--- src/rtl/tdc_pkg.sv ---
// tdc_pkg: constants and types shared by the TDC result link.
// The default link constants live here so that the transmitter in topTDC
// and this receiver are built with the same framing.
`timescale 1ns/1ps
package tdc_pkg;

  // Default link framing shared by both ends of the link.
  localparam int DEF_CLKS_PER_BIT = 87;   // 10 MHz / 115200
  localparam int DEF_BYTES        = 2;
  localparam int DEF_TIMEOUT_BITS = 20;

  // Byte receiver FSM states.
  typedef enum logic [2:0] {
    ST_IDLE,
    ST_START,
    ST_DATA,
    ST_STOP,
    ST_BREAK
  } rx_state_t;

endpackage

--- src/rtl/uart_rx_byte.sv ---
// uart_rx_byte: 8N1 byte receiver.
// Synchronizes the serial line, finds the start bit, samples eight data bits
// LSB first at mid-bit and validates the stop bit.
// Ports:
//   clk, reset     : clock, synchronous active-high reset
//   rx             : asynchronous serial line, idles high
//   byte_out[7:0]  : last received byte (valid when byte_ok pulses)
//   byte_ok        : one-cycle pulse, byte received with a good stop bit
//   stop_err       : one-cycle pulse, stop bit sampled low
//   idle           : FSM is in IDLE
//   start_det      : start edge being detected this cycle (IDLE and line low)
`timescale 1ns/1ps
module uart_rx_byte
  import tdc_pkg::*;
#(
  parameter int CLKS_PER_BIT = DEF_CLKS_PER_BIT
) (
  input  logic       clk,
  input  logic       reset,
  input  logic       rx,
  output logic [7:0] byte_out,
  output logic       byte_ok,
  output logic       stop_err,
  output logic       idle,
  output logic       start_det
);

  localparam int CW = $clog2(CLKS_PER_BIT);
  localparam logic [CW-1:0] HALF_M1 = CW'(CLKS_PER_BIT / 2 - 1);
  localparam logic [CW-1:0] BIT_M1  = CW'(CLKS_PER_BIT - 1);

  logic            r_sync1;
  logic            r_sync2;   // synchronized line seen by the FSM
  rx_state_t       r_state;
  logic [CW-1:0]   r_cnt;
  logic [2:0]      r_bit_idx;
  logic [7:0]      r_shift;
  logic            r_byte_ok;
  logic            r_stop_err;

  always_ff @(posedge clk) begin
    if (reset) begin
      r_sync1    <= 1'b1;
      r_sync2    <= 1'b1;
      r_state    <= ST_IDLE;
      r_cnt      <= '0;
      r_bit_idx  <= '0;
      r_shift    <= '0;
      r_byte_ok  <= 1'b0;
      r_stop_err <= 1'b0;
    end else begin
      r_sync1    <= rx;
      r_sync2    <= r_sync1;
      r_byte_ok  <= 1'b0;
      r_stop_err <= 1'b0;
      case (r_state)
        ST_IDLE: begin
          if (!r_sync2) begin
            r_state <= ST_START;
            r_cnt   <= '0;
          end
        end
        ST_START: begin
          // Half-bit wait puts every later sample in the middle of its bit.
          if (r_cnt == HALF_M1) begin
            r_cnt <= '0;
            if (!r_sync2) begin
              r_state   <= ST_DATA;
              r_bit_idx <= '0;
            end else begin
              r_state <= ST_IDLE;   // glitch: too short to be a start bit
            end
          end else begin
            r_cnt <= r_cnt + CW'(1);
          end
        end
        ST_DATA: begin
          if (r_cnt == BIT_M1) begin
            r_cnt   <= '0;
            r_shift <= {r_sync2, r_shift[7:1]};
            if (r_bit_idx == 3'd7) begin
              r_state <= ST_STOP;
            end else begin
              r_bit_idx <= r_bit_idx + 3'd1;
            end
          end else begin
            r_cnt <= r_cnt + CW'(1);
          end
        end
        ST_STOP: begin
          // Sampled mid stop bit, so IDLE is re-entered half a bit early
          // and a back-to-back start edge is never missed.
          if (r_cnt == BIT_M1) begin
            r_cnt <= '0;
            if (r_sync2) begin
              r_byte_ok <= 1'b1;
              r_state   <= ST_IDLE;
            end else begin
              r_stop_err <= 1'b1;
              r_state    <= ST_BREAK;
            end
          end else begin
            r_cnt <= r_cnt + CW'(1);
          end
        end
        ST_BREAK: begin
          if (r_sync2) begin
            r_state <= ST_IDLE;
          end
        end
        default: r_state <= ST_IDLE;
      endcase
    end
  end

  assign byte_out  = r_shift;
  assign byte_ok   = r_byte_ok;
  assign stop_err  = r_stop_err;
  assign idle      = (r_state == ST_IDLE);
  assign start_det = (r_state == ST_IDLE) && !r_sync2;

endmodule

--- src/rtl/tdc_frame_rx.sv ---
// tdc_frame_rx: TDC result link receiver.
// Reassembles BYTES little-endian bytes from the serial link into one word.
// Ports:
//   clk, reset : clock, synchronous active-high reset
//   rx         : asynchronous serial line, idles high
//   data       : last complete measurement, byte 0 in bits [7:0]
//   data_valid : one-cycle pulse when data updates
//   frame_err  : one-cycle pulse on a bad stop bit or inter-byte timeout
//   busy       : byte FSM active or a partial frame is held
`timescale 1ns/1ps
module tdc_frame_rx
  import tdc_pkg::*;
#(
  parameter int CLKS_PER_BIT = DEF_CLKS_PER_BIT,
  parameter int BYTES        = DEF_BYTES,
  parameter int TIMEOUT_BITS = DEF_TIMEOUT_BITS
) (
  input  logic               clk,
  input  logic               reset,
  input  logic               rx,
  output logic [8*BYTES-1:0] data,
  output logic               data_valid,
  output logic               frame_err,
  output logic               busy
);

  localparam int TO_CYCLES = TIMEOUT_BITS * CLKS_PER_BIT;
  localparam int TW        = $clog2(TO_CYCLES + 1);
  localparam int IW        = (BYTES > 1) ? $clog2(BYTES) : 1;

  logic [7:0]          w_byte;
  logic                w_byte_ok;
  logic                w_stop_err;
  logic                w_idle;
  logic                w_start_det;
  logic [8*BYTES-1:0]  w_shadow_next;

  logic [8*BYTES-1:0]  r_shadow;
  logic [8*BYTES-1:0]  r_data;
  logic [IW-1:0]       r_byte_idx;
  logic [TW-1:0]       r_idle_cnt;
  logic                r_data_valid;
  logic                r_frame_err;

  uart_rx_byte #(
    .CLKS_PER_BIT(CLKS_PER_BIT)
  ) u_rx_byte (
    .clk       (clk),
    .reset     (reset),
    .rx        (rx),
    .byte_out  (w_byte),
    .byte_ok   (w_byte_ok),
    .stop_err  (w_stop_err),
    .idle      (w_idle),
    .start_det (w_start_det)
  );

  // Shadow with the incoming byte merged in, so the last byte of a frame
  // goes straight to data in the same cycle it is accepted.
  genvar gi;
  generate
    for (gi = 0; gi < BYTES; gi++) begin : g_slot
      assign w_shadow_next[gi*8 +: 8] =
        (w_byte_ok && (r_byte_idx == IW'(gi))) ? w_byte : r_shadow[gi*8 +: 8];
    end
  endgenerate

  always_ff @(posedge clk) begin
    if (reset) begin
      r_shadow     <= '0;
      r_data       <= '0;
      r_byte_idx   <= '0;
      r_idle_cnt   <= '0;
      r_data_valid <= 1'b0;
      r_frame_err  <= 1'b0;
    end else begin
      r_data_valid <= 1'b0;
      r_frame_err  <= 1'b0;
      if (w_byte_ok) begin
        r_shadow   <= w_shadow_next;
        r_idle_cnt <= '0;
        if (r_byte_idx == IW'(BYTES - 1)) begin
          r_data       <= w_shadow_next;
          r_data_valid <= 1'b1;
          r_byte_idx   <= '0;
        end else begin
          r_byte_idx <= r_byte_idx + IW'(1);
        end
      end else if (w_stop_err) begin
        r_frame_err <= 1'b1;
        r_byte_idx  <= '0;
        r_idle_cnt  <= '0;
      end else if (w_start_det || !w_idle || (r_byte_idx == '0)) begin
        // A start detection beats a timeout expiring in the same cycle.
        r_idle_cnt <= '0;
      end else if (r_idle_cnt == TW'(TO_CYCLES - 1)) begin
        r_frame_err <= 1'b1;
        r_byte_idx  <= '0;
        r_idle_cnt  <= '0;
      end else begin
        r_idle_cnt <= r_idle_cnt + TW'(1);
      end
    end
  end

  assign data       = r_data;
  assign data_valid = r_data_valid;
  assign frame_err  = r_frame_err;
  assign busy       = !w_idle || (r_byte_idx != '0);

endmodule

--- config.mk ---
export PLATFORM = sky130hd
export DESIGN_NAME = tdc_frame_rx
export DESIGN_NICKNAME = d
export VERILOG_FILES = /design/src/rtl/tdc_pkg.sv /design/src/rtl/uart_rx_byte.sv /design/src/rtl/tdc_frame_rx.sv
export SDC_FILE = /design/constraint.sdc
export NUM_CORES = 1
export LEC_CHECK = 0
export ABC_CLOCK_PERIOD_IN_PS = 2650
export BUFFER_PORTS_ARGS = -buffer_cell sky130_fd_sc_hd__buf_2
export CELL_PAD_IN_SITES_DETAIL_PLACEMENT = 1
export CELL_PAD_IN_SITES_GLOBAL_PLACEMENT = 2
export CORE_MARGIN = 8
export CORE_UTILIZATION = 39
export CTS_CLUSTER_SIZE = 30
export DETAILED_ROUTE_END_ITERATION = 16
export HOLD_SLACK_MARGIN = 0.06
export PLACE_DENSITY = 0.84
export SLEW_MARGIN = 20
export SYNTH_ARGS = -nofsm -noshare
export SYNTH_HDL_FRONTEND = slang
export SYNTH_SLANG_ARGS = --single-unit
--- constraint.sdc ---
create_clock -name clk -period 2.65 [get_ports clk]
set_clock_uncertainty 0.1 [all_clocks]
set_input_delay 0.1325 -clock clk [delete_from_list [all_inputs] [get_ports clk]]
set_output_delay 0.1325 -clock clk [all_outputs]
set_load 0.01 [all_outputs]
# Yosys cells after proc, flatten, opt, wreduce, memory -nomap -nowiden
# Cells that the tools add are included.
totals:
  elab_cells: 93
  reg_bits: 71
  inputBits: 3
  out_inout_bits: 19
op_classes:
  n_eq_ne: 17
  addsub: 4
  bitwise: 4
  mux: 31
  n_reduce_logical: 23
op_table:
  columns: ["operator", "count"]
  rows:
  - ["$mux W3", 11]
  - ["$mux W7", 3]
  - ["$pmux W7 S3", 1]
  - ["$mux W8", 2]
  - ["$pmux W3 S5", 1]
  - ["$add A11 B1 Y11 const B", 1]
  - ["$eq A11 B11 Y1 const B", 1]
  - ["$mux W1", 11]
  - ["$ne A2 B1 Y1 const B", 5]
  - ["$reduce_and A2 Y1", 4]
  - ["$add A7 B1 Y7 const B", 1]
  - ["$eq A7 B6 Y1 const B", 1]
  - ["$eq A7 B7 Y1 const B", 1]
  - ["$eq A3 B2 Y1 const B", 2]
  - ["$eq A3 B3 Y1 const B", 2]
  - ["$ne A2 B2 Y1 const B", 3]
  - ["$pmux W3 S2", 1]
  - ["$reduce_and A6 Y1", 1]
  - ["$reduce_bool A3 Y1", 2]
  - ["$reduce_or A2 Y1", 3]
  - ["$reduce_and A5 Y1", 1]
  - ["$reduce_or A5 Y1", 1]
  - ["$not A1 Y1", 4]
  - ["$add A3 B1 Y3 const B", 1]
  - ["other kinds (10)", 15]

# Depth between registers and ports, before layout
# Gate-level depths: netlist of the first run.
depth:
  depth_word: 7
  depth_mapped: 6

# Modules after synthesis
# From an unflattened synthesis of the first run, not the netlist that was laid out.
hier_totals:
  cells_unflattened: 308
  area_unflattened_um2: 2696.3
modules_own_cells:
  columns: ["module", "seq_area_each_um2", "cells_per_inst", "instances", "area_each_um2"]
  rows:
  - ["tdc_frame_rx", 760.7, 175, 1, 1477.7]
  - ["uart_rx_byte", 500.5, 133, 1, 1218.7]

# Worst setup path after synthesis of the first run
# No wires, ideal clock.
synth_timing:
  kind: "reg2reg"
  start: "register u_rx_byte.r_cnt[0]"
  end: "register u_rx_byte.r_shift[0] (netlist: u_rx_byte.byte_out[0])"
  path_stages_with_launch: 7
  arrival_time_ns: 1.520
  period_less_slack_ns: 1.748
  required_time_ns: 2.422
  setup_slack_ns: 0.902
  cell_sequence: "dfxtp_1 > inv_1 > ha_1 > nand2b_1 > nor4_4 > mux2i_1 > nor2_1"
synth_between:
  elab_chain_cells: 2
synth_lines:
  columns: ["item", "line_no", "text"]
  rows:
  - ["start: declaration", "uart_rx_byte.sv:35", "logic [CW-1:0] r_cnt;"]
  - ["start signal: assignment", "uart_rx_byte.sv:74", "r_cnt <= r_cnt + CW'(1);"]
  - ["start signal: assignment", "uart_rx_byte.sv:87", "r_cnt <= r_cnt + CW'(1);"]
  - ["start signal: assignment", "uart_rx_byte.sv:103", "r_cnt <= r_cnt + CW'(1);"]
  - ["$eq A7 B7 Y1", "uart_rx_byte.sv:78", "if (r_cnt == BIT_M1) begin"]
  - ["$reduce_and A2 Y1 (no line)", null, null]
  - ["end signal: assignment", "uart_rx_byte.sv:80", "r_shift <= {r_sync2, r_shift[7:1]};"]
  - ["end: declaration", "uart_rx_byte.sv:37", "logic [7:0] r_shift;"]
# Every way passes these cells.
# A chain may end at the register's enable or synchronous reset.

# Worst setup path after layout of the first run
layout_timing:
  start: "register u_rx_byte.r_cnt[0]"
  end: "register u_rx_byte.r_shift[5] (netlist: u_rx_byte.byte_out[5])"
# Same word-level chain as after synthesis.

==> qor.csv, run 1 <==
metric,value,unit
Max Cap Viol,0,
RR Startpoint,u_rx_byte.r_cnt[0],
# DRC,0,
worst path required time,2.77,ns
drt via density,5.12,
Starting Density,39.9,%
die area,0.00929,mm2
fin cells,364,
Fill cells,726,
TNS Setup,0,ns
Final Cycle Share,72.9,%
RSZ-0062 raised after global routing,no,
CP max FO,8,
Row Count,29,
gr usage total,11.9,%
total CTS buffers,9,
Hold Path Class,flip-flop to flip-flop,
Pwr Density,634,mW/mm2
grt ovf,0,
Initial DRT Pass Iterations,4,
Multi-input gate area,0.00118,mm2
Inserted Diodes,0,
IO buf count,21,
hold path depth,1,
RD Place Congestion,0.716,
num ports,22,
Placed Cells,346,
Total Wirelength,5060,um
largest area contributor in the netlist,dfxtp_1,
Final min period,1.93,ns
maximum clock path buffer count,2,
max-slew violation count,0,
endpoint class of the critical path,flip-flop,
worst r2r dst,u_rx_byte.byte_out[5],
"Net Count, Synth",268,
area of the core,0.00631,mm2
clk slew on worst S/H paths,0.07,ns
"top cells by area, synth","dfxtp_1 50%, a22o_1 5.9%, xnor2_1 4.5%",
hold endpoint,u_rx_byte.r_sync2,
Max transition margin,52.8,%
die height,96.4,um
register area share after synthesis,50.0,%
clock sinks,63,
Synth Instances,260,
clock root cell,clkbuf_8,
total power,1.83,mW
leak pwr,1.03,nW
setup violators final,0,
YS warnings,0,
Area Growth Syn to Fin,14.6,%
FF-to-FF path depth,6,
"Clk Latency, worst-skew pair",0.33,ns
post-DR wirelength/cell,13.9,um
largest net degree at the start of global routing,27,
via count of the first global-routing pass,1842,
Routed Antenna Nets,0,
drt first-iter violations,49,
Final Hold Viols,0,
Yosys top cell area share,50.0,%
flop-to-flop setup slack,0.72,ns
mapped cell area,0.00252,mm2
nets@finish,290,
layout cells sized above 1,19.2,%
antenna violations before repair,0,
Post-CTS Setup Bufs,0,
Peak supply drop,0.504,mV
Via Count,1863,
Seq. cell area,0.00126,mm2
worst path arrival time,2.05,ns
Fmax,518,MHz
Yosys reg bits,63,
H-tree lvl count,3,
post-DP HPWL,3520,um
critical path launch point type,flip-flop,
library cells used by synthesis,40,
first-pass GRT wire length,8600,um
CTS tree,done,
Mapped Avg Cell Area,9.70,um2
min-delay src,u_rx_byte.r_sync1,
worst slew pin tran,0.702,ns
status,"finished, final reports clean",
Final Util,45.8,%
CP Class,flip-flop to flip-flop,
Horiz. Die Dim,96.4,um
[power breakdown]
group / switching (mW) / total, mW / internal (mW)
Combinational: 0.0277 / 0.0461 / 0.0184
Clock: 0.369 / 0.827 / 0.458
Sequential: 0.00779 / 0.959 / 0.952
Total: 0.405 / 1.83 / 1.43
[cell usage after synthesis, drive strengths merged]
library cell,number
dfxtp,63
nor2,37
nand2,28
a22o,17
xnor2,13
nor3,12
mux2i,11
a21oi,10
clkbuf,10
nand2b,8
ha,5
nand3,5
nor4,5
buf,4
inv,4
nand4b,3
or4b,3
a211oi,2
nor3b,2
o22ai,2
or2,2
or3,2
xor2,2
a2111oi,1
a221o,1
a311oi,1
a31oi,1
mux2,1
nand4,1
nor2b,1
nor4b,1
o31a,1
or4,1
[worst max path at each step]
stage                                  to                 start  slack, ns  cells after the start
floorplan           u_rx_byte.byte_out[0]    u_rx_byte.r_cnt[0]       0.90                      6
global placement    u_rx_byte.byte_out[2]    u_rx_byte.r_cnt[0]       0.76                      6
detailed placement  u_rx_byte.byte_out[5]    u_rx_byte.r_cnt[0]       0.69                      6
CTS                 u_rx_byte.byte_out[5]    u_rx_byte.r_cnt[0]       0.68                      6
global route        u_rx_byte.byte_out[4]  u_rx_byte.r_state[1]       0.51                      4
finish              u_rx_byte.byte_out[5]    u_rx_byte.r_cnt[0]       0.72                      6
[metrics by stage]
stage                     area (um2)  setup WS, ns  hold slack, ns
after floorplan                 2520         0.902           0.136
after global placement          2670         0.759           0.221
after detailed placement        2670         0.692           0.219
after CTS                       2890         0.681           0.324
after global routing            2890         0.510           0.338
final                           2890         0.718           0.322
[registers in the layout, indices dropped and copies added, names as in the netlist]
register / flops
u_rx_byte.byte_out: 8
frame_err: 1
u_rx_byte.r_sync2: 1
u_rx_byte.r_bit_idx: 3
u_rx_byte.r_cnt: 7
u_rx_byte.stop_err: 1
r_byte_idx: 1
u_rx_byte.byte_ok: 1
u_rx_byte.r_sync1: 1
r_idle_cnt: 11
data_valid: 1
data: 16
r_shadow: 8
u_rx_byte.r_state: 3
[layout by cell type (no fill, tap or decap), types with 8 or more instances in the layout]
cell type and n:
a21oi_1 10, a22o_1 17, buf_2 21, clkbuf_8 10
dfxtp_1 63, mux2i_1 11, nand2_1 28, nand2b_1 8
nor2_1 26, nor2_2 10, nor3_1 12, xnor2_1 13
[repair_timing]
| item | 4_1_cts | 5_1_grt |
|---|---|---|
| endpoints found under the hold margin | 5 | 0 |
| endpoints found under the setup margin | 0 | 0 |
| gates resized for setup | 0 | 0 |
| hold buffers | 2 | 0 |
[cell families after synthesis]
| logic type | synth area share (%) |
|---|---|
| adders and majority gates | 2.48 |
| muxes | 4.81 |
| and+or+nand+nor | 23.5 |
| xor gates and xnor gates | 5.21 |
| buffers and inverters | 3.32 |
| DFF | 50.0 |
| AOI/OAI and AO/OA | 10.7 |
[metal layers]
| metal | wire length, um | track usage (%) | vias to the layer above |
|---|---|---|---|
| met2 | 2220 | 19.0 | 23 |
| met4 | 82 | 5.67 | 0 |
| met3 | 202 | 3.17 | 9 |
| met1 | 2560 | 14.7 | 878 |
| li1 | - | - | 953 |
| met5 | 0 | 0 | - |
[worst max-delay path, stage by stage (launching register included)]
cell	delay (ns)
dfxtp_1	0.34
inv_1	0.07
ha_1	0.18
nand2b_1	0.15
nor4_4	0.68
mux2i_1	0.26
nor2_1	0.05
[cell type report]
| cell class | count | share of cell area (%) |
|---|---|---|
| multi-input combinational | 179 | 40.8 |
| clock inverter | 5 | 1.99 |
| tap | 77 | 3.33 |
| clock buffer | 11 | 4.89 |
| sequential | 63 | 43.6 |
| inverter | 4 | 0.519 |
| timing repair buffer | 25 | 4.85 |
(Power assumes the default switching activity.)
==> run 2: changes to the inputs <==
--- a/config.mk
+++ b/config.mk
@@ -5,16 +5,16 @@
 export SDC_FILE = /design/constraint.sdc
 export NUM_CORES = 1
 export LEC_CHECK = 0
-export ABC_CLOCK_PERIOD_IN_PS = 2650
+export ABC_CLOCK_PERIOD_IN_PS = 1550
 export BUFFER_PORTS_ARGS = -buffer_cell sky130_fd_sc_hd__buf_2
 export CELL_PAD_IN_SITES_DETAIL_PLACEMENT = 1
 export CELL_PAD_IN_SITES_GLOBAL_PLACEMENT = 2
 export CORE_MARGIN = 8
-export CORE_UTILIZATION = 39
+export CORE_UTILIZATION = 33
 export CTS_CLUSTER_SIZE = 30
 export DETAILED_ROUTE_END_ITERATION = 16
 export HOLD_SLACK_MARGIN = 0.06
-export PLACE_DENSITY = 0.84
+export PLACE_DENSITY = 0.76
 export SLEW_MARGIN = 20
 export SYNTH_ARGS = -nofsm -noshare
 export SYNTH_HDL_FRONTEND = slang
==> constraint.sdc (replaced) <==
create_clock -name clk -period 1.55 [get_ports clk]
set_clock_uncertainty 0.1 [all_clocks]
set_input_delay 0.0775 -clock clk [delete_from_list [all_inputs] [get_ports clk]]
set_output_delay 0.0775 -clock clk [all_outputs]
set_load 0.01 [all_outputs]
==> run 2 against run 1 <==
The flow now finishes with violations (negative setup slack). Wire length is 19% higher. Core utilization is essentially flat. Critical path depth decreased by 3. Die area up 15%. Final area up 20%. Via count increased by 8.3%. Power is 75% higher. Global-route usage grew 0.36 points. Flip-flop and latch count did not move. Largest power group unchanged.
==> qor.csv, run 2 (synthesis gave the netlist of run 1 again) <==
metric,value,unit,change
Peak supply drop,0.531,mV,+5.5%
drt first-iter violations,36,,-27%
layout cells sized above 1,41.4,%,+22 points
RD Place Congestion,0.709,,-1.0%
failing checks,negative setup slack,,
Total Wirelength,6050,um,+19%
Via Count,2018,,+8.3%
# DRC,0,,unchanged
slowest library cell on the worst path,or4b_4,,
Final min period,1.66,ns,-0.269 ns
setup violators final,27,,+27
TNS Setup,-1.32,ns,-1.32 ns
RSZ-0062 raised after global routing,yes,,
max incr delay on CP,0.55,ns,-0.13 ns
die area,0.0107,mm2,+15%
antenna violations before repair,0,,unchanged
hold endpoint,r_byte_idx,,
Metal-1 WL,2750,um,+7.5%
pre-CTS setup slack,-0.229,ns,-0.921 ns
RR Startpoint,u_rx_byte.r_state[1],,
Area Growth Syn to Fin,37.4,%,
Final Hold Viols,0,,unchanged
register share of total power,50.8,%,-1.5 points
Multi-input gate area,0.00140,mm2,+18%
Top Layer Used,met4,,
clock sinks,63,,unchanged
met3 routed WL,233,um,+15%
critical path launch point type,flip-flop,,
IO buf count,21,,unchanged
"CP delay by family, top",simple AND/OR/NAND/NOR gates,,
setup ws final,-0.112,ns,-0.831 ns
clock root cell,clkbuf_8,,
Routed Antenna Nets,0,,unchanged
Fill cells,845,,+16%
Max Cap Viol,0,,unchanged
Comb power frac,4.8,%,+2.3 points
most frequent cells in the layout,"51 x dfxtp_1, 32 x buf_4, 28 x nand2_1",,
CP cell instances,or4b_4 > or3_4 > nor2_2,,
Post-CTS Setup Bufs,0,,unchanged
status,"finished, violations left",,
Seq. cell area,0.00128,mm2,+1.6%
clk slew on worst S/H paths,0.08,ns,about the same
Net Sw Power,769,uW,+90%
Hold Path Class,input pin to flip-flop,,
Max transition margin,72.8,%,+20 points
Pwr Density,928,mW/mm2,+46%
num ports,22,,unchanged
CP max FO,6,,-2
first-pass GRT wire length,10000,um,+16%
Row Count,32,,+10%
total CTS buffers,9,,unchanged
Final Util,45.8,%,about the same
min-delay src,reset,,
via count of the first global-routing pass,2090,,+13%
worst r2r dst,r_idle_cnt[1],,
post-DP HPWL,4000,um,+14%
CTS tree,done,,
Power Internal,2.44,mW,+71%
worst path arrival time,1.83,ns,-0.22 ns
leak pwr,1.30,nW,+26%
hold path depth,3,,+2
Switching Fraction,23.9,%,+1.9 points
max reg flops,16,,unchanged
post-DR wirelength/cell,14.2,um,+2.1%
worst path required time,1.72,ns,-1.05 ns
Final Cycle Share,107,%,+34 points
WP buf/inv,0,,-1
wire length on met2,2980,um,+34%
Initial DRT Pass Iterations,4,,unchanged
Starting Density,33.3,%,-6.6 points
"most common cell after layout, fill and taps aside",dfxtp_1,,
total power,3.21,mW,+75%
endpoint class of the critical path,flip-flop,,
Horiz. Die Dim,103,um,+7.3%
clock power share,44.5,%,-0.6 points
H-tree lvl count,3,,unchanged
"Clk Latency, worst-skew pair",0.34,ns,about the same
flop-to-flop setup slack,-0.11,ns,-0.83 ns
largest net degree at the start of global routing,19,,-30%
gr usage total,12.3,%,+0.36 points
Fmax,602,MHz,+16%
Inserted Diodes,0,,unchanged
FF-to-FF path depth,3,,-3
hold slack,0.0416,ns,-0.281 ns
max-slew violation count,0,,unchanged
maximum clock path buffer count,2,,unchanged
worst slew pin tran,0.408,ns,-0.295 ns
grt ovf,0,,unchanged
die height,103,um,+7.3%
area of the core,0.00757,mm2,+20%
drt via density,4.74,,-7.4%
nets@finish,327,,+13%
CP Class,flip-flop to flip-flop,,
## run 2: changes by cell type in the layout (fill, tap and decap cells not counted), moves of 4 or more
cell / before / now
nor2_2: 10 / 14
dfxtp_1: 63 / 51
nor4_1: 4 / 0
buf_4: 2 / 32
dfxtp_2: 0 / 10
buf_6: 0 / 5
nor2_1: 26 / 19
## run 2: routing by layer
metal / up-vias / GRT usage (%)
met5: - / 0
met4: 0 / 5.67
met3: 8 / 3.75
met2: 20 / 20.6
met1: 967 / 14.0
li1: 1023 / -
## run 2: worst max-delay path by stage
stage | startpoint | end | slack, ns | cells past startpoint
after floorplan | u_rx_byte.r_sync2 | r_idle_cnt[3] | -0.07 | 5
after global placement | u_rx_byte.r_state[0] | frame_err | -0.21 | 4
after detailed placement | u_rx_byte.r_state[0] | frame_err | -0.23 | 4
after CTS | r_byte_idx | busy | -0.13 | 3
after global routing | u_rx_byte.r_state[1] | r_idle_cnt[0] | -0.14 | 3
final | u_rx_byte.r_state[1] | r_idle_cnt[1] | -0.11 | 3
## run 2: metrics by stage
step / instances / instance area, um2
finish: 426 / 3460
CTS: 426 / 3370
floorplan: 260 / 2570
detailed placement: 406 / 3030
global placement: 406 / 3030
global route: 426 / 3460
## run 2: worst min-delay path, cell delays in order
cell and delay [ns]:
buf_2 0.13, or4b_4 0.15, o22ai_1 0.08
## run 2: cell type report
type	count	area share (%)
repair buffers	61	12.9
multi-input cells	180	40.3
well taps	102	3.68
clock inverters	7	2.13
inverters	4	0.434
flip-flops and latches	63	37.0
clock buffers	9	3.58
## run 2: power by group through the flow
stage               registers (mW)  clock network, mW  logic [mW]
floorplan                     1.67                  0      0.0705
global placement              1.67                  0       0.120
detailed placement            1.67                  0       0.122
CTS                           1.63               1.49       0.144
global route                  1.63               1.56       0.167
finish                        1.63               1.43       0.153
## run 2: what timing repair did
| action | in CTS | in global routing |
|---|---|---|
| endpoints found under the setup margin | 50 | 48 |
| gates cloned | 1 | 0 |
| pin swaps | 14 | 11 |
| hold buffers | 3 | 0 |
| endpoints found under the hold margin | 4 | 0 |
| resized for setup | 25 | 23 |
==> run 3: changes to the inputs <==
--- a/config.mk
+++ b/config.mk
@@ -11,10 +11,12 @@
 export CELL_PAD_IN_SITES_GLOBAL_PLACEMENT = 2
 export CORE_MARGIN = 8
 export CORE_UTILIZATION = 33
+export CTS_BUF_LIST = sky130_fd_sc_hd__clkbuf_8 sky130_fd_sc_hd__clkbuf_16
 export CTS_CLUSTER_SIZE = 30
 export DETAILED_ROUTE_END_ITERATION = 16
 export HOLD_SLACK_MARGIN = 0.06
 export PLACE_DENSITY = 0.76
+export REMOVE_ABC_BUFFERS = 1
 export SLEW_MARGIN = 20
 export SYNTH_ARGS = -nofsm -noshare
 export SYNTH_HDL_FRONTEND = slang
==> run 3 against run 2 <==
The flow still finishes with violations (negative setup slack). Via count rose by 2.7%. Power rose by 6.4%. Wire length rose by 3.4%. Global-route usage rose by 0.81 points. Sequential share of layout area rose by 0.13 points. Non-clock buffer count did not move. Clock power rose by 15%. Combinational power fell by 5%.
==> qor.csv, run 3 (synthesis gave the netlist of run 1 again) <==
metric,value,unit,change
status,"finished, violations left",,
failing checks,negative setup slack,,
maximum clock path buffer count,2,,unchanged
Fill cells,851,,+0.71%
clock root cell,clkbuf_8,,
Placed Cells,403,,-0.74%
Area Growth Syn to Fin,36.6,%,
worst path required time,1.69,ns,-0.03 ns
max-slew violation count,0,,unchanged
Peak supply drop,0.524,mV,-1.4%
Via Count,2072,,+2.7%
Routed Antenna Nets,0,,unchanged
DP Area,0.00295,mm2,-2.4%
CP max FO,3,,-3
Hold Path Class,input pin to flip-flop,,
pre-CTS setup slack,-0.240,ns,-0.0113 ns
endpoint class of the critical path,flip-flop,,
die area,0.0107,mm2,unchanged
Row Count,32,,unchanged
RD Place Congestion,0.707,,-0.28%
critical path launch point type,flip-flop,,
die height,103,um,unchanged
setup violators final,34,,+26%
Pwr Density,992,mW/mm2,+6.9%
grt ovf,0,,unchanged
Inserted Diodes,0,,unchanged
total CTS buffers,9,,unchanged
area of the core,0.00757,mm2,unchanged
post-route cell area,0.00344,mm2,-0.54%
Multi-input gate area,0.00135,mm2,-3.1%
leak pwr,1.30,nW,about the same
setup ws final,-0.108,ns,+0.00482 ns
drt first-iter violations,43,,+19%
drt via density,4.86,,+2.7%
Fmax,603,MHz,+0.29%
most frequent cells in the layout,"51 x dfxtp_1, 33 x buf_4, 28 x nand2_1",,
CP Class,flip-flop to flip-flop,,
fin cells,426,,unchanged
clock sinks,63,,unchanged
IO buf count,21,,unchanged
post-DP HPWL,4030,um,+0.76%
CTS tree,done,,
max reg flops,16,,unchanged
TNS Setup,-1.73,ns,-0.412 ns
# DRC,0,,unchanged
gr usage total,13.1,%,+0.81 points
Final Cycle Share,107,%,-0.31 points
Initial DRT Pass Iterations,4,,unchanged
Starting Density,33.3,%,unchanged
via count of the first global-routing pass,2089,,-0.048%
"most common cell after layout, fill and taps aside",dfxtp_1,,
first-pass GRT wire length,10500,um,+4.8%
Total Wirelength,6250,um,+3.4%
Final Hold Viols,0,,unchanged
Seq. cell area,0.00128,mm2,-0.20%
layout cells sized above 1,39.8,%,-1.5 points
Max Cap Viol,0,,unchanged
num ports,22,,unchanged
Horiz. Die Dim,103,um,unchanged
worst slew pin tran,0.399,ns,-0.00827 ns
nets@finish,327,,unchanged
largest net degree at the start of global routing,33,,+14
Post-CTS Hold Fix Bufs,1,,-2
clk slew on worst S/H paths,0.08,ns,about the same
post-DR wirelength/cell,14.7,um,+3.4%
RSZ-0062 raised after global routing,yes,,
Max transition margin,73.4,%,+0.62 points
Final min period,1.66,ns,-0.00482 ns
worst path arrival time,1.80,ns,-0.03 ns
"Clk Latency, worst-skew pair",0.34,ns,about the same
H-tree lvl count,3,,unchanged
antenna violations before repair,0,,unchanged
==> run 3: timing repair <==
item | 4_1_cts | 5_1_grt
endpoints found under the hold margin | 2 | 1
resized for setup | 40 | 12
setup endpoints to repair | 35 | 35
buffers inserted | 5 | 1
cloned | 1 | 0
pin swaps | 27 | 5
==> run 3: area by class of cell <==
cell class / instances / area share (%)
Multi-Input combinational cell: 180 / 39.2
Sequential cell: 63 / 37.1
Timing Repair Buffer: 61 / 12.9
Tap cell: 102 / 3.71
Clock buffer: 9 / 3.60
Clock inverter: 7 / 2.98
Inverter: 4 / 0.436
==> run 3: per-layer routing <==
layer	GRT usage, %	vias to the layer above	wire, um
met4	7.34	0	116
met1	15.2	1006	2840
met2	21.2	23	3070
met3	3.75	10	230
li1	-	1033	-
met5	0	-	0
==> run 3: worst paths after layout <==
kind | startpoint | end | slack [ns] | cells past startpoint
max | u_rx_byte.r_cnt[0] | u_rx_byte.r_state[0] | -0.11 | 7
min | reset | r_byte_idx | 0.03 | 3
max reg2reg | u_rx_byte.r_cnt[0] | u_rx_byte.r_state[0] | -0.11 | 7
min reg2reg | u_rx_byte.r_sync1 | u_rx_byte.r_sync2 | 0.35 | 1
==> run 3: report_power, final <==
part	internal (mW)	leakage, nW	switching (mW)
Combinational	0.0692	0.674	0.0766
Clock	0.924	0.111	0.715
Sequential	1.63	0.514	0.00644
Total	2.62	1.30	0.798
==> run 3: per-stage QoR <==
step / utilization [%] / hold slack [ns] / total power [mW]
after CTS: 44.8 / -0.000274 / 3.46
after detailed placement: 39.0 / 0.166 / 1.78
after floorplan: - / 0.0466 / 1.72
final: 45.5 / 0.0262 / 3.42
after global placement: 39.0 / 0.162 / 1.77
after global routing: 45.5 / 0.00372 / 3.57
==> run 3: worst max-delay path, cell delays in order, from the launching register on <==
cell       delay [ns]
dfxtp_2          0.34
inv_2            0.05
ha_4             0.16
nand2_1          0.12
nor2_4           0.06
buf_4            0.13
mux2_2           0.26
a2111oi_2        0.33
